**config.mk**
```make
export PLATFORM = sky130hd
export DESIGN_NAME = online_to_binary_converter
export DESIGN_NICKNAME = d
export VERILOG_FILES = /design/src/rtl/online_to_binary_converter.sv
export SDC_FILE = /design/constraint.sdc
export NUM_CORES = 1
export LEC_CHECK = 0
export ABC_AREA = 1
export CAP_MARGIN = 20
export CORE_MARGIN = 2
export CORE_UTILIZATION = 45
export DETAILED_ROUTE_END_ITERATION = 10
export HOLD_SLACK_MARGIN = 0.08
export MAX_ROUTING_LAYER = met4
export PLACE_DENSITY = 0.67
export SYNTH_ARGS = -nofsm -noshare
export SYNTH_HDL_FRONTEND = slang
export SYNTH_SLANG_ARGS = --single-unit
```
**constraint.sdc**
```tcl
create_clock -name clk_i -period 1.7 [get_ports clk_i]
set_input_delay 0.51 -clock clk_i [delete_from_list [all_inputs] [get_ports clk_i]]
set_output_delay 0.51 -clock clk_i [all_outputs]
set_load 0.03 [all_outputs]
```
**src/rtl/online_to_binary_converter.sv**
```systemverilog
// On-line to binary converter: accepts a frame of signed radix-2 borrow-save digits, MSD first,
// and builds the two's-complement result on the fly with the Q/QM scheme.
module online_to_binary_converter #(
  parameter int unsigned NDIGITS = 8
) (
  input  logic             clk_i,
  input  logic             rst_ni,
  input  logic [1:0]       dig_i,
  input  logic             dig_vld_i,
  output logic             dig_rdy_o,
  output logic [NDIGITS:0] res_o,
  output logic             res_vld_o,
  input  logic             res_rdy_i,
  output logic             res_zero_o,
  output logic             res_neg_o
);

  localparam int unsigned W    = NDIGITS + 1;
  localparam int unsigned CntW = $clog2(NDIGITS);

  typedef enum logic {StCollect, StDone} state_e;

  state_e          state_q;
  logic [CntW-1:0] cnt_q;
  logic [W-1:0]    q_q, qm_q, q_d, qm_d, res_q;
  logic            dig_rdy_q, res_vld_q, res_zero_q, res_neg_q;
  logic            dig_pos, dig_neg, accept, last_dig;

  // 2'b00 and 2'b11 both encode zero.
  assign dig_pos  = dig_i[1] & ~dig_i[0];
  assign dig_neg  = dig_i[0] & ~dig_i[1];
  assign accept   = dig_vld_i & dig_rdy_q;
  assign last_dig = (cnt_q == CntW'(NDIGITS - 1));

  // Q holds the prefix value, QM = Q - 1; a -1 digit selects from QM so no carry ripples.
  always_comb begin
    q_d  = {q_q[W-2:0], 1'b0};
    qm_d = {qm_q[W-2:0], 1'b1};
    if (dig_pos) begin
      q_d  = {q_q[W-2:0], 1'b1};
      qm_d = {q_q[W-2:0], 1'b0};
    end else if (dig_neg) begin
      q_d  = {qm_q[W-2:0], 1'b1};
      qm_d = {qm_q[W-2:0], 1'b0};
    end
  end

  always_ff @(posedge clk_i or negedge rst_ni) begin
    if (!rst_ni) begin
      state_q    <= StCollect;
      cnt_q      <= '0;
      q_q        <= '0;
      qm_q       <= '1;
      res_q      <= '0;
      dig_rdy_q  <= 1'b0;
      res_vld_q  <= 1'b0;
      res_zero_q <= 1'b0;
      res_neg_q  <= 1'b0;
    end else begin
      unique case (state_q)
        StCollect: begin
          dig_rdy_q <= 1'b1;
          if (accept) begin
            q_q  <= q_d;
            qm_q <= qm_d;
            if (last_dig) begin
              cnt_q      <= '0;
              res_q      <= q_d;
              res_zero_q <= (q_d == '0);
              res_neg_q  <= q_d[W-1];
              res_vld_q  <= 1'b1;
              dig_rdy_q  <= 1'b0;
              state_q    <= StDone;
            end else begin
              cnt_q <= cnt_q + CntW'(1);
            end
          end
        end
        StDone: begin
          if (res_rdy_i) begin
            res_vld_q <= 1'b0;
            dig_rdy_q <= 1'b1;
            q_q       <= '0;
            qm_q      <= '1;
            state_q   <= StCollect;
          end
        end
      endcase
    end
  end

  assign dig_rdy_o  = dig_rdy_q;
  assign res_o      = res_q;
  assign res_vld_o  = res_vld_q;
  assign res_zero_o = res_zero_q;
  assign res_neg_o  = res_neg_q;

endmodule

```
== After elaboration in Yosys (flattened, before gate mapping) ==
Cells that the tools add are included.

* Register bits after elaboration: 33
* Bits of input ports: 6
* Word-level logic and storage cells: 48

* Add/subtract/negate cells: 1
* Equality and inequality tests: 4
* Muxes and demuxes: 23
* Bitwise gates (word level): 6
* Reduce and logical (&&, ||, !) cells: 5

{| class="wikitable"
|+ Operators with widths
! operator !! count
|-
| 8-bit 2-to-1 mux || 5
|-
| 8-bit one-hot mux with 2 select lines || 2
|-
| 9-bit 2-to-1 mux || 2
|-
| 1-bit 2-to-1 mux || 10
|-
| 9-bit logical NOT || 1
|-
| 2-bit inequality test, second input constant || 3
|-
| 1-bit one-hot mux with 2 select lines || 3
|-
| 3-bit AND reduction || 2
|-
| 2-bit AND reduction || 2
|-
| 3-bit by 1-bit adder with 3-bit output, second input constant || 1
|-
| 1-bit bitwise AND || 3
|-
| 3-bit == test, second input constant || 1
|-
| 3-bit 2-to-1 mux || 1
|-
| 1-bit inverter || 3
|}

== Depth between registers and ports, before layout ==
Gate-level depths: netlist of run 1.

* Word-level depth: 6
* Gate-level depth with buffers: 9
* Gate-level depth less buffers: 9

== Least setup slack after synthesis of run 1 ==
No wires, ideal clock.

* Path kind: input-to-reg
* Start point: input port dig_i[0]
* End point: register res_zero_q (netlist: res_zero_o)
* Arrival: 1.320 ns
* Data required time: 1.576 ns
* Slack: 0.256 ns
* Stages: 8
* Buffers on the path: 0
* Path through: inv_1 > ha_1 > inv_2 > nand2_2 > o21ai_0 > nor2_1 > nand2_1 > o21bai_1

* Cells in the longest elaborated chain, start to end: 4
* Elaborated cells on any way between the ends: 6
* Those cells by class: mux (2); bitwise (3); reduce/logical (1)

{| class="wikitable"
|+ RTL lines
! what !! line !! RTL
|-
| from (decl) || 8 || <nowiki>input logic [1:0] dig_i,</nowiki>
|-
| 1-bit bitwise AND / 1-bit inverter (equally long branches) || 31, 30 ||
|-
| 9-bit 2-to-1 mux / 1-bit bitwise AND (equally long branches) || 42, 30 ||
|-
| 9-bit 2-to-1 mux (*) || 39 || <nowiki>if (dig_pos) begin</nowiki>
|-
| 9-bit logical NOT (*) || 69 || <nowiki>res_zero_q <= (q_d == '0);</nowiki>
|-
| to (signal assigned) || 69 ||
|-
| to (decl) || 26 || <nowiki>logic dig_rdy_q, res_vld_q, res_zero_q, res_neg_q;</nowiki>
|}

Mark *: on every way between the ends. The rest lies on a longest branch, timed or not.
A chain may end at the register's enable or synchronous reset.

== Final worst setup path of run 1 ==
Ends and elaborated chain as after synthesis.

==> results of run 1 <==
[area by class of cell]
cell class                 instances  share of cell area [%]
sequential                        32                    42.3
multi-input combinational        117                    31.8
timing repair buffer              32                    14.8
inverter                          21                    4.24
tap                               44                    2.87
clock buffer                       6                    2.15
clock inverter                     2                    1.83
[metrics by stage]
stage          setup slack [ns]  utilization [%]  cell area, um^2  TNS [ns]  cells
2_1_floorplan             0.256                -             1500         0    175
3_3_place_gp             -0.426             58.3             1810     -5.97    245
3_5_place_dp             -0.440             58.3             1810     -6.54    245
4_1_cts                  0.0267             60.5             1880         0    253
5_1_grt                -0.00743             61.8             1920   -0.0152    254
6_report                 0.0470             61.8             1920         0    254
[worst max path at each step]
stage          slack (ns)  cells after the start          to  startpoint
2_1_floorplan        0.26                      8  res_zero_o    dig_i[0]
3_3_place_gp        -0.43                     10  res_zero_o    dig_i[0]
3_5_place_dp        -0.44                      9      q_q[1]    dig_i[0]
4_1_cts              0.03                      9      q_q[1]    dig_i[0]
5_1_grt            -0.007                     10  res_zero_o    dig_i[0]
6_report             0.05                     10  res_zero_o    dig_i[0]
[where the power goes]
group	switching, mW	total, mW	internal, mW
clock	0.252	0.560	0.308
combinational	0.894	1.43	0.539
sequential	0.246	1.43	1.18
[sequential cells by signal (all words and copies together) (netlist names)]
signal and flops:
q_q 8, res_vld_o 1, state_q 1, cnt_q 3, qm_q 8, res_o 9, dig_rdy_o 1, res_zero_o 1
[Yosys cell counts]
cell type | n | area [um^2]
nand2_4 | 1 | 11.3
a31oi_1 | 3 | 18.8
clkbuf_1 | 1 | 3.75
nand3_1 | 4 | 20.0
dfrtp_1 | 24 | 601
or2_2 | 1 | 6.26
inv_1 | 18 | 67.6
buf_2 | 2 | 10.0
ha_1 | 4 | 50.1
a22o_1 | 2 | 17.5
buf_6 | 1 | 11.3
nor2_4 | 1 | 11.3
o21ai_0 | 17 | 85.1
o21bai_1 | 1 | 7.51
a21oi_1 | 8 | 40.0
dfstp_2 | 8 | 210
o21a_1 | 1 | 7.51
a22oi_1 | 3 | 22.5
buf_4 | 1 | 7.51
inv_2 | 2 | 7.51
nand2_1 | 51 | 191
inv_4 | 1 | 6.26
nor2_1 | 17 | 63.8
nand2_2 | 3 | 18.8
[cells by family (layout without fill, tap and decap cells)]
logic type	Yosys count	after routing	synth area share, %
simple gates	78	78	21.6
compound gates	35	35	13.3
flops	32	32	54.2
buf+inv	26	61	7.61
fa+ha+maj	4	4	3.34
[routing by layer]
metal / global-route usage [%] / vias up
met1: 25.1 / 602
met2: 31.1 / 31
met3: 6.93 / 2
met5: - / -
met4: 8.21 / 0
li1: - / 624
[critical path, delay by kind of cell]
family | cells | cell delay [ns]
AND/OR/NAND/NOR | 4 | 0.35
buffers and inverters | 4 | 0.77
adder cells (fa/ha/maj) | 1 | 0.17
AO/OA/AOI/OAI | 1 | 0.06
[repair_timing]
item                       4_1_cts  5_1_grt
pin swaps                        0        2
gates resized for setup         16        6
buffers inserted                 0        1
setup endpoints to repair       21        9
==> qor.yml, run 1 <==
placed_design:
  port_buffers: 18
  gp_congestion: 0.856
  dpl.hpwl_mm: 2.31
timing:
  rsz0062_at_grt: "true"
  drv_slew: 0
  hold-worst-slack_ns: 0.486
  finalCritPeriodShare_pct: 97.2
  hold_viol_final: 0
  slew_headroom_pct: 78.6
  setup_viol: 0
  max_freq_mhz: 605
  skew_ns: 0.00855
  final.min_clock_period_ns: 1.65
  worst_pin_slew_ns: 0.323
clocking:
  clk_latency_ns: 0.33
  clockBufferDepth: 2
  cts.sink_count: 32
  tritoncts: "built"
  hold_buffers: 0
  cts-root-buf: "clkbuf_4"
  cts-buffers-inserted: 5
  cts.clk_slew.worst_paths_ns: 0.10
  cts_max_level: 2
final_layout:
  final_nets: 219
  layout_common_cells: "nand2_1, dfrtp_1, inv_1"
  fillCellCount: 297
  n_antenna_cell: 0
  final_common_cell: "nand2_1"
  syn2layout_area_growth_pct: 28.1
  seq_area_um2: 811
  drive_above_1_share_pct: 19.5
  multi_input_area_um2: 609
grt:
  grt_max_degree: 33
  grtUsageTotal_pct: 20.5
  antenna_found_initial: 0
  grt_pass1_wl_mm: 5.31
  grt_pass1_vias: 1182
  overflow: 0
critical_path:
  start_kind: "input pin"
  crit_type: "input pin to flop"
  critPathRequiredTime_ns: 1.91
  cpPeakStageDelay_ns: 0.47
  critPathCaptureType: "flop"
  critPathSlowestCell: "clkdlybuf4s50_1"
  r2r_start: "cnt_q[0]"
  rrSetupSlack_ns: 0.30
  worstPathArrival_ns: 1.87
  path_cells: "clkdlybuf4s50_1 > inv_1 > ha_4 > inv_2 > buf_4 > nand3_1 > nand2_1 > nor2_1 > nand3_1 > o21bai_1"
  crit_fanout: 5
  reg2reg_depth: 7
  crit_top_cell: "nand3_1"
  r2r-end: "res_o[0]"
power:
  p_leak_nw: 0.996
  ir_drop_mv: 0.755
  p_per_area_mw_per_mm2: 1780
  power_mw: 3.42
floorplanning:
  die-area_mm2: 0.00380
  initial_core_util_pct: 48.2
  placeableCoreArea_mm2: 0.00310
  rows: 20
  io_pins: 19
  die_h_um: 61.7
  die_x_um: 61.7
logic_synthesis:
  ys_ff_latch: 32
  yosys_warnings: 0
  syn_nets: 185
  synth_area_mm2: 0.00150
  synthCells: 175
  ys_types: 24
  avgSynthCellArea_um2: 8.55
  ys_seq_area_share_pct: 54.2
detailed_routing:
  drt_iter0_markers: 53
  wl_per_cell_um: 12.7
  drc: 0
  wirelength_mm: 3.22
  drt-pass1-iter-count: 4
  met1_length_mm: 1.43
  top_layer: "met4"
  vias_per_cell: 4.96
  antenna_left: 0
  wl_met2_mm: 1.62
  met3WireLength_um: 147
  route.vias.total: 1259
run_status:
  outcome: "finished clean"
hold_path:
  hold_start: "res_o[6]"
  holdPathStages: 2
  hold_end: "res_o[6]"
  hold_class: "flop to flop"
job:
  maxCapViolations: 0
Power figures use the tool's default switching activity.
==> run 2, diff against run 1 <==
SLEW_MARGIN = 20   (was unset)
==> results of run 2 <==
Final layout, timing and power as in run 1 (identical DEF).
==> run 3, diff against run 2 <==
CAP_MARGIN = unset   (was 20)
PLACE_DENSITY = 0.71   (was 0.67)
==> qor.yml, run 3 (same netlist as run 1, synthesis figures left out) <==
grt:
  grtUsageTotal_pct: 20.3
  grt_max_degree: 21
  grt_pass1_wl_mm: 5.34
  global_route.usage.met2_pct: 32.5
  grt_pass1_vias: 1197
  overflow: 0
  grt.busiest_layer: "met2"
  met3_usage_pct: 5.88
  antenna_found_initial: 0
  gr-usage-met1_pct: 24.7
timing:
  rsz0062_at_grt: "false"
  finalSetupTns_ns: 0
  worst_pin_slew_ns: 0.311
  hold_viol_final: 0
  skew_ns: 0.00815
  drv_slew: 0
  setup_viol: 0
  max_freq_mhz: 610
  hold-worst-slack_ns: 0.484
  final.min_clock_period_ns: 1.64
  finalCritPeriodShare_pct: 96.5
  slew_headroom_pct: 79.3
critical_path:
  start_kind: "flop"
  critPathCaptureType: "output pin"
  worstPathArrival_ns: 1.13
  path_cells: "dlygate4sd2_1"
  critPathRequiredTime_ns: 1.19
  critPathSlowestCell: "dlygate4sd2_1"
  crit_buf_inv: 1
  crit_type: "flop to output pin"
  cp_top_family: "buffers and inverters"
  cpPeakStageDelay_ns: 0.41
  crit_fanout: 3
placed_design:
  port_buffers: 18
  placed_area_mm2: 0.00182
  dpl.hpwl_mm: 2.44
  placed_cells: 247
  gp_congestion: 0.918
clocking:
  cts.sink_count: 32
  clk_latency_ns: 0.34
  cts-buffers-inserted: 5
  cts.clk_slew.worst_paths_ns: 0.10
  tritoncts: "built"
  cts_max_level: 2
  cts-root-buf: "clkbuf_4"
  hold_buffers: 0
  clockBufferDepth: 2
detailed_routing:
  drt-pass1-iter-count: 4
  wl_per_cell_um: 12.9
  drc: 0
  antenna_left: 0
  vias_per_cell: 4.92
  route.vias.total: 1254
  wirelength_mm: 3.29
  drt_iter0_markers: 54
run_status:
  outcome: "finished clean"
hold_path:
  hold_class: "flop to flop"
final_layout:
  fin_area_mm2: 0.00192
  final_cells: 255
  drive_above_1_share_pct: 19.9
  largest_reg_flops: 9
  syn2layout_area_growth_pct: 28.3
  final_common_cell: "nand2_1"
  final_nets: 220
  layout_common_cells: "nand2_1, dfrtp_1, inv_1"
  n_antenna_cell: 0
floorplanning:
  die_x_um: 61.7
  initial_core_util_pct: 48.2
  rows: 20
  die_h_um: 61.7
  die-area_mm2: 0.00380
  placeableCoreArea_mm2: 0.00310
  io_pins: 19
power:
  p_leak_nw: 1.00
  ir_drop_mv: 0.655
  p_per_area_mw_per_mm2: 1810
job:
  maxCapViolations: 0
## run 3: timing repair
action | in CTS | in global routing
endpoints found under the setup margin | 13 | 13
buffers inserted | 0 | 0
resized for setup | 13 | 10
## run 3: final timing paths
path | start | end | slack, ns | cells past startpoint
hold reg to reg | res_o[6] | res_o[6] | 0.48 | 2
hold / removal | res_o[6] | res_o[6] | 0.48 | 2
min in group asynchronous | rst_ni | state_q | 0.50 | 2
setup reg to reg | cnt_q[0] | res_o[0] | 0.34 | 7
max in group asynchronous | rst_ni | q_q[3] | 0.97 | 2
setup / recovery | dig_rdy_o | dig_rdy_o | 0.06 | 1
## run 3: layout make-up
class	instances	area [um^2]
tap	44	55.1
clock inverter	2	35.0
inverter	21	81.3
fill	291	1180
timing repair buffer	33	292
sequential	32	811
multi-input combinational	117	604
clock buffer	6	41.3
## run 3: metal layers
metal,up-vias,part of all wire (%)
met5,-,0
met4,0,1.7
met3,7,4.2
met2,28,49
met1,594,45
li1,625,-
## run 3: through the flow
| step | utilization, % | worst slack (ns) | power [mW] |
|---|---|---|---|
| 2_1_floorplan | - | 0.256 | 2.39 |
| 3_3_place_gp | 58.8 | -0.294 | 2.95 |
| 3_5_place_dp | 58.8 | -0.332 | 3.00 |
| 4_1_cts | 60.7 | 0.0240 | 3.48 |
| 5_1_grt | 61.9 | 0.00233 | 3.73 |
| 6_report | 61.9 | 0.0594 | 3.47 |
## run 3: where the power goes
| group | total, mW | internal, mW | switching, mW |
|---|---|---|---|
| combinational | 1.47 | 0.566 | 0.900 |
| sequential | 1.43 | 1.18 | 0.251 |
| clock | 0.574 | 0.308 | 0.266 |
